**config.mk**
```make
export PLATFORM = sky130hd
export DESIGN_NAME = alu_issue
export DESIGN_NICKNAME = d
export VERILOG_FILES = /design/src/rtl/alu_issue.sv
export SDC_FILE = /design/constraint.sdc
export NUM_CORES = 1
export LEC_CHECK = 0
export CAP_MARGIN = 20
export CORE_ASPECT_RATIO = 2
export CORE_MARGIN = 4
export CORE_UTILIZATION = 31
export DETAILED_ROUTE_END_ITERATION = 12
export SYNTH_ARGS = -nofsm -noshare
export SYNTH_HDL_FRONTEND = slang
export SYNTH_SLANG_ARGS = --single-unit
```
**constraint.sdc**
```tcl
create_clock -name clk -period 1.89 [get_ports clk]
set_input_delay 0.2835 -clock clk [delete_from_list [all_inputs] [get_ports clk]]
set_output_delay 0.2835 -clock clk [all_outputs]
set_load 0.02 [all_outputs]
```
**src/rtl/alu_issue.sv**
```systemverilog
// rtl/alu_issue.sv - issue/writeback stage driving an external combinational ALU
module alu_issue #(
    parameter int WIDTH = 4,
    parameter int NREG  = 4
) (
    input  logic                      clk,
    input  logic                      rst,
    input  logic                      in_valid,
    output logic                      in_ready,
    input  logic [2:0]                in_op,
    input  logic [$clog2(NREG)-1:0]   in_rd,
    input  logic [$clog2(NREG)-1:0]   in_rs1,
    input  logic [$clog2(NREG)-1:0]   in_rs2,
    input  logic                      ld_en,
    input  logic [$clog2(NREG)-1:0]   ld_addr,
    input  logic [WIDTH-1:0]          ld_data,
    output logic [WIDTH-1:0]          alu_a,
    output logic [WIDTH-1:0]          alu_b,
    output logic [2:0]                alu_sel,
    input  logic [WIDTH-1:0]          alu_result,
    input  logic                      alu_overflow,
    input  logic                      alu_carry,
    input  logic                      alu_zero,
    output logic                      out_valid,
    input  logic                      out_ready,
    output logic [WIDTH-1:0]          out_data,
    output logic [$clog2(NREG)-1:0]   out_rd,
    output logic [2:0]                out_flags
);

    localparam int AW = $clog2(NREG);

    typedef enum logic [1:0] {IDLE, EXEC, RESP} state_t;

    state_t           state;
    logic [WIDTH-1:0] regs [NREG];
    logic [2:0]       op_q;
    logic [AW-1:0]    rd_q;
    logic [WIDTH-1:0] a_q;
    logic [WIDTH-1:0] b_q;
    logic [WIDTH-1:0] data_q;
    logic [AW-1:0]    out_rd_q;
    logic [2:0]       flags_q;

    // Handshake outputs are pure decodes of the state register
    assign in_ready  = (state == IDLE);
    assign out_valid = (state == RESP);

    // Operands are captured at accept so they hold their last value outside EXEC
    assign alu_a     = a_q;
    assign alu_b     = b_q;
    assign alu_sel   = op_q;
    assign out_data  = data_q;
    assign out_rd    = out_rd_q;
    assign out_flags = flags_q;

    // Issue FSM, register file and writeback
    always_ff @(posedge clk) begin
        if (rst) begin
            state    <= IDLE;
            op_q     <= 3'b000;
            rd_q     <= '0;
            a_q      <= '0;
            b_q      <= '0;
            data_q   <= '0;
            out_rd_q <= '0;
            flags_q  <= 3'b000;
            for (int i = 0; i < NREG; i++) begin
                regs[i] <= '0;
            end
        end else begin
            case (state)
                IDLE: begin
                    if (ld_en) begin
                        regs[ld_addr] <= ld_data;
                    end
                    if (in_valid) begin
                        // A load landing in the same cycle is forwarded into the operands
                        a_q   <= (ld_en && ld_addr == in_rs1) ? ld_data : regs[in_rs1];
                        b_q   <= (ld_en && ld_addr == in_rs2) ? ld_data : regs[in_rs2];
                        op_q  <= in_op;
                        rd_q  <= in_rd;
                        state <= EXEC;
                    end
                end
                EXEC: begin
                    regs[rd_q] <= alu_result;
                    data_q     <= alu_result;
                    out_rd_q   <= rd_q;
                    // Only add and subtract produce meaningful flags
                    if (op_q[2:1] == 2'b00) begin
                        flags_q <= {alu_overflow, alu_carry, alu_zero};
                    end
                    state <= RESP;
                end
                RESP: begin
                    if (out_ready) begin
                        state <= IDLE;
                    end
                end
                default: state <= IDLE;
            endcase
        end
    end

endmodule
```
Yosys cells after proc, flatten, opt, wreduce, memory -nomap -nowiden
Memories as Yosys holds them, arrays and structs flattened. A register that Yosys moved wholly into a read port is not among the register bits.
Cells that the tools add are included.
- input bits: 27
- flip-flop bits (word level): 16
- RAM bits: 16
- memories: 1
- output and inout bits: 22
- multiplexer cells: 18
- equality and inequality tests: 4
- reductions and logical operators: 7
- memory list (name ; depth ; width ; rd ports ; clocked after Yosys merged registers in ; wr ports ; line ; text):
    regs ; 4 ; 4 ; 2 ; 2 ; 4 ; 36 ; logic [WIDTH-1:0] regs [NREG];
- operator list (kind ; number):
    $mux 1 ; 11
    $mux 2 ; 4
    $mux 4 ; 2
    $reduce_or 4->1 ; 2
    $pmux 2 s3 ; 1
    $reduce_and 2->1 ; 3
    $logic_not 2->1 ; 2
    $eq 2x1->1 const B ; 1
    $eq 2x2->1 const B ; 1
    $ne 2x1->1 const B ; 1
    $ne 2x2->1 const B ; 1

Longest topological paths before layout
- depth in word-level cells: 7
- gate-level depth with buffers: 6

Worst setup path before layout
No wires, ideal clock.
- kind: register to register
- start: reg state[0]
- end: mem regs[2][0] (enable)
- cell stages (with the launch flop): 5
- setup slack: 0.107 ns
- arrival time: 1.473 ns
- data required time: 1.580 ns
- path buffers: 0
- cell sequence: dfxtp_1 -> or3b_4 -> a21oi_4 -> or2b_1 -> nand2b_1
- RTL lines (what ; line ; text):
    start: declaration ; 35 ; state_t state;
    start signal: assignment ; 60 ; state <= IDLE;
    start signal: assignment ; 83 ; state <= EXEC;
    start signal: assignment ; 94 ; state <= RESP;
    end: declaration ; 36 ;

==> impl_results.md <==
- RSZ-0062 raised after global routing: no
- Worst hold path type: register to register
- Synthesized flop and latch total: 40
- Fmax: 0.561 GHz
- Reg-to-Reg Start: state[0]$_SDFFE_PP0P_
- Area grow syn2layout: 46.5%
- Mean Syn Cell Area: 10.1 µm²
- WP buf/inv: 1
- CP startpoint kind: primary input
- Power Total: 2.31 mW
- Syn nets: 221
- Crit-path slowest cell: clkdlybuf4s50_1
- Antenna violations before repair: 0
- Final worst path period need: 1.78 ns
- Synth Cell Area: 1970 µm²
- Setup Fix Bufs, Post-CTS: 0
- Routed WL: 5240 µm
- # resized after CTS: 1
- Core Footprint: 6110 µm²
- Gate Count Post-Synth: 194
- Synth area leaders: dfxtp_1, edfxtp_1, mux4_2
- Main synth FF type: dfxtp_1
- Final core occ: 47.2%
- Worst vdd ir: 0.000589 V
- Max-Cap Viols: 0
- DIE WIDTH: 64.3 µm
- Htree depth: 2
- Final Hold Vio Count: 0
- Slew HR: 64.7%
- Worst Skew: 0.00653 ns
- CP Data Arrival Time: 1.99 ns
- Ports: 49
- Clk_lat worst skew: 0.29 ns
- Worst Path Class, Setup: primary input to register
- GRT Overall Usage: 14.3%
- Register share of total power: 43.1%
- Routed vias: 1,621
- Final setup margin: 0.109 ns
- Post-CTS Hold Buffers: 0
- Final ANT Viol Nets: 0
- Register area share after synthesis: 48.8%
- Drt wl/cell: 15.2 µm
- 1st-pass router iterations: 4
- Post-synth EDFFs: 16
- R2R setup slack: 0.13 ns
- Critical Path End: alu_b[2]$_SDFFE_PP0P_
- CP peak stage delay: 0.41 ns
- FP Rows: 40
- Final Cycle Share: 94.2%
- Worst-case reg-to-reg path depth: 6
- DP HPWL: 4110 µm
- Post-DR vias/cell: 4.71
- TritonCTS Sinks: 40
- Largest net degree at the start of global routing: 28
- Final GP Congestion: 0.888
- Clk root buf: clkbuf_16
- Starting Density: 32.2%
- Final Max Tran Viols: 0
- First-pass GRT wire length: 8200 µm
- Post-synth cell types: 31
- Critical path depth: 6
- Top-count cell post-synth: nand2_1
- Yosys warning count: 0
- CP top delay family: compound AO/OA/AOI/OAI gates
- Switching Share: 26.7%
- Critical Path RT: 2.09 ns
- Commonest cells post-synth: nand2_1, nor2_1, dfxtp_1
- Starting DRT DRC Count: 47
- Final setup fails: 0
- Int Power: 1.69 mW
- Asr flop ratio synth: 0%
- Logic pwr share: 20.6%
- Worst Tran Pin Value: 0.525 ns
- Leading area contributor after synthesis: dfxtp_1
- Critical Path Fanout Max: 6
- Post-Layout Cell Count: 344
- DP Cell Count: 336
- CTS tree: yes
- Clock share of power: 36.3%
- Sw power: 0.616 mW
- Critical-path cell list: clkdlybuf4s50_1 > or2_2 > o21bai_2 > mux2i_1 > nand3_1 > a311oi_1
- Clk slew on worst S/H paths: 0.06 ns
- Final net count: 286
- Setup crit end kind: register
- Die Span Y: 121 µm
- Grt total ovfl: 0
- Clock Path Buffers: 2
- Die Footprint: 7760 µm²
- DRC Markers: 0
- Share of the synthesized area in the top cell type: 24.4%
- Vias in the first global route: 1,671
- Status: finished clean
- PD cells: 800 nW/µm²
- Share of layout cells above drive strength 1: 20.8%
- Antenna cell count: 0
- Pre-CTS setup slack: -0.288 ns
- R2R Path End: alu_b[2]$_SDFFE_PP0P_
- Lkg Pwr: 1.06 nW
- CP startpoint: rst
- CTS buffer count: 5
- PortBufs: 48
-- worst reg2reg max path, stage by stage, from the launching register on --
cell and delay, ns:
dfxtp_2 0.37, or3b_4 0.42, a21oi_4 0.18, buf_12 0.16, xor2_4 0.20, nand3_1 0.10
a311oi_1 0.26
-- layer usage --
metal  track usage, %  vias to the layer above  wire length, µm
met5                0                        -                0
met4             10.3                        0              236
met3             2.42                       12              174
met2             27.1                       41             3090
met1             13.0                      755             1730
li1                 -                      813                -
-- cell usage in the layout, fill, tap and decap left out, drive strengths merged, types with 2 or more instances in the layout --
| cell | count |
|---|---|
| o21ai | 8 |
| nand3b | 4 |
| and2 | 2 |
| mux2 | 2 |
| nor2 | 26 |
| or2 | 2 |
| a311oi | 8 |
| dfxtp | 24 |
| edfxtp | 16 |
| buf | 22 |
| nand3 | 8 |
| inv | 6 |
| nor2b | 3 |
| nand2b | 6 |
| a21o | 4 |
| clkbuf | 5 |
| xnor2 | 2 |
| mux2i | 5 |
| nand2 | 28 |
| mux4 | 8 |
| a21oi | 13 |
| clkdlybuf4s50 | 46 |
| xor2 | 2 |
-- worst min path at each step --
stage	slack, ns	cells past startpoint	start	end
6_report	0.45	2	out_rd[1]$_SDFFE_PP0N_	out_rd[1]$_SDFFE_PP0N_
5_1_grt	0.49	2	out_data[1]$_SDFFE_PP0N_	out_data[1]$_SDFFE_PP0N_
4_1_cts	0.46	2	out_rd[1]$_SDFFE_PP0N_	out_rd[1]$_SDFFE_PP0N_
3_5_place_dp	0.45	2	out_rd[1]$_SDFFE_PP0N_	out_rd[1]$_SDFFE_PP0N_
3_3_place_gp	0.44	2	alu_sel[0]$_SDFFE_PP0P_	alu_sel[0]$_SDFFE_PP0P_
2_1_floorplan	0.42	2	in_rd[0]	rd_q[0]$_SDFFE_PP0P_
-- through the flow --
| step | hold slack [ns] | setup TNS, ns | instance area [µm²] |
|---|---|---|---|
| floorplan | 0.419 | 0 | 1970 |
| global placement | 0.443 | -5.95 | 2680 |
| detailed placement | 0.449 | -6.69 | 2680 |
| CTS | 0.458 | 0 | 2830 |
| global route | 0.488 | 0 | 2880 |
| finish | 0.454 | 0 | 2880 |
-- final cells by class --
cell class                 instances  area (µm²)
fill                             611        3220
multi-input combinational        137         982
sequential                        40         962
timing repair buffer              70         672
clock buffer                       5         125
tap                               84         105
inverter                           5        18.8
clock inverter                     3        17.5
-- flip-flops by register name, indices dropped and copies added, names as in the netlist --
signal     count
alu_sel        3
alu_b          4
alu_a          4
out_flags      3
state          2
rd_q           2
out_data       4
out_rd         2
regs          16
-- cells by family after synthesis --
logic type             share of synthesized area [%]
buffers and inverters                           4.01
AO/OA/AOI/OAI                                   12.1
flip-flops                                      48.8
AND/OR/NAND/NOR                                 19.6
XOR/XNOR                                        2.54
multiplexers                                    12.8
-- power groups by stage --
stage / Combinational [mW] / Clock (mW) / Sequential, mW
4_1_cts: 0.460 / 0.866 / 0.994
3_5_place_dp: 0.460 / 0 / 1.01
6_report: 0.475 / 0.836 / 0.994
5_1_grt: 0.513 / 0.904 / 1.00
2_1_floorplan: 0.213 / 0 / 1.04
3_3_place_gp: 0.456 / 0 / 1.01
(Power assumes the default switching activity.)
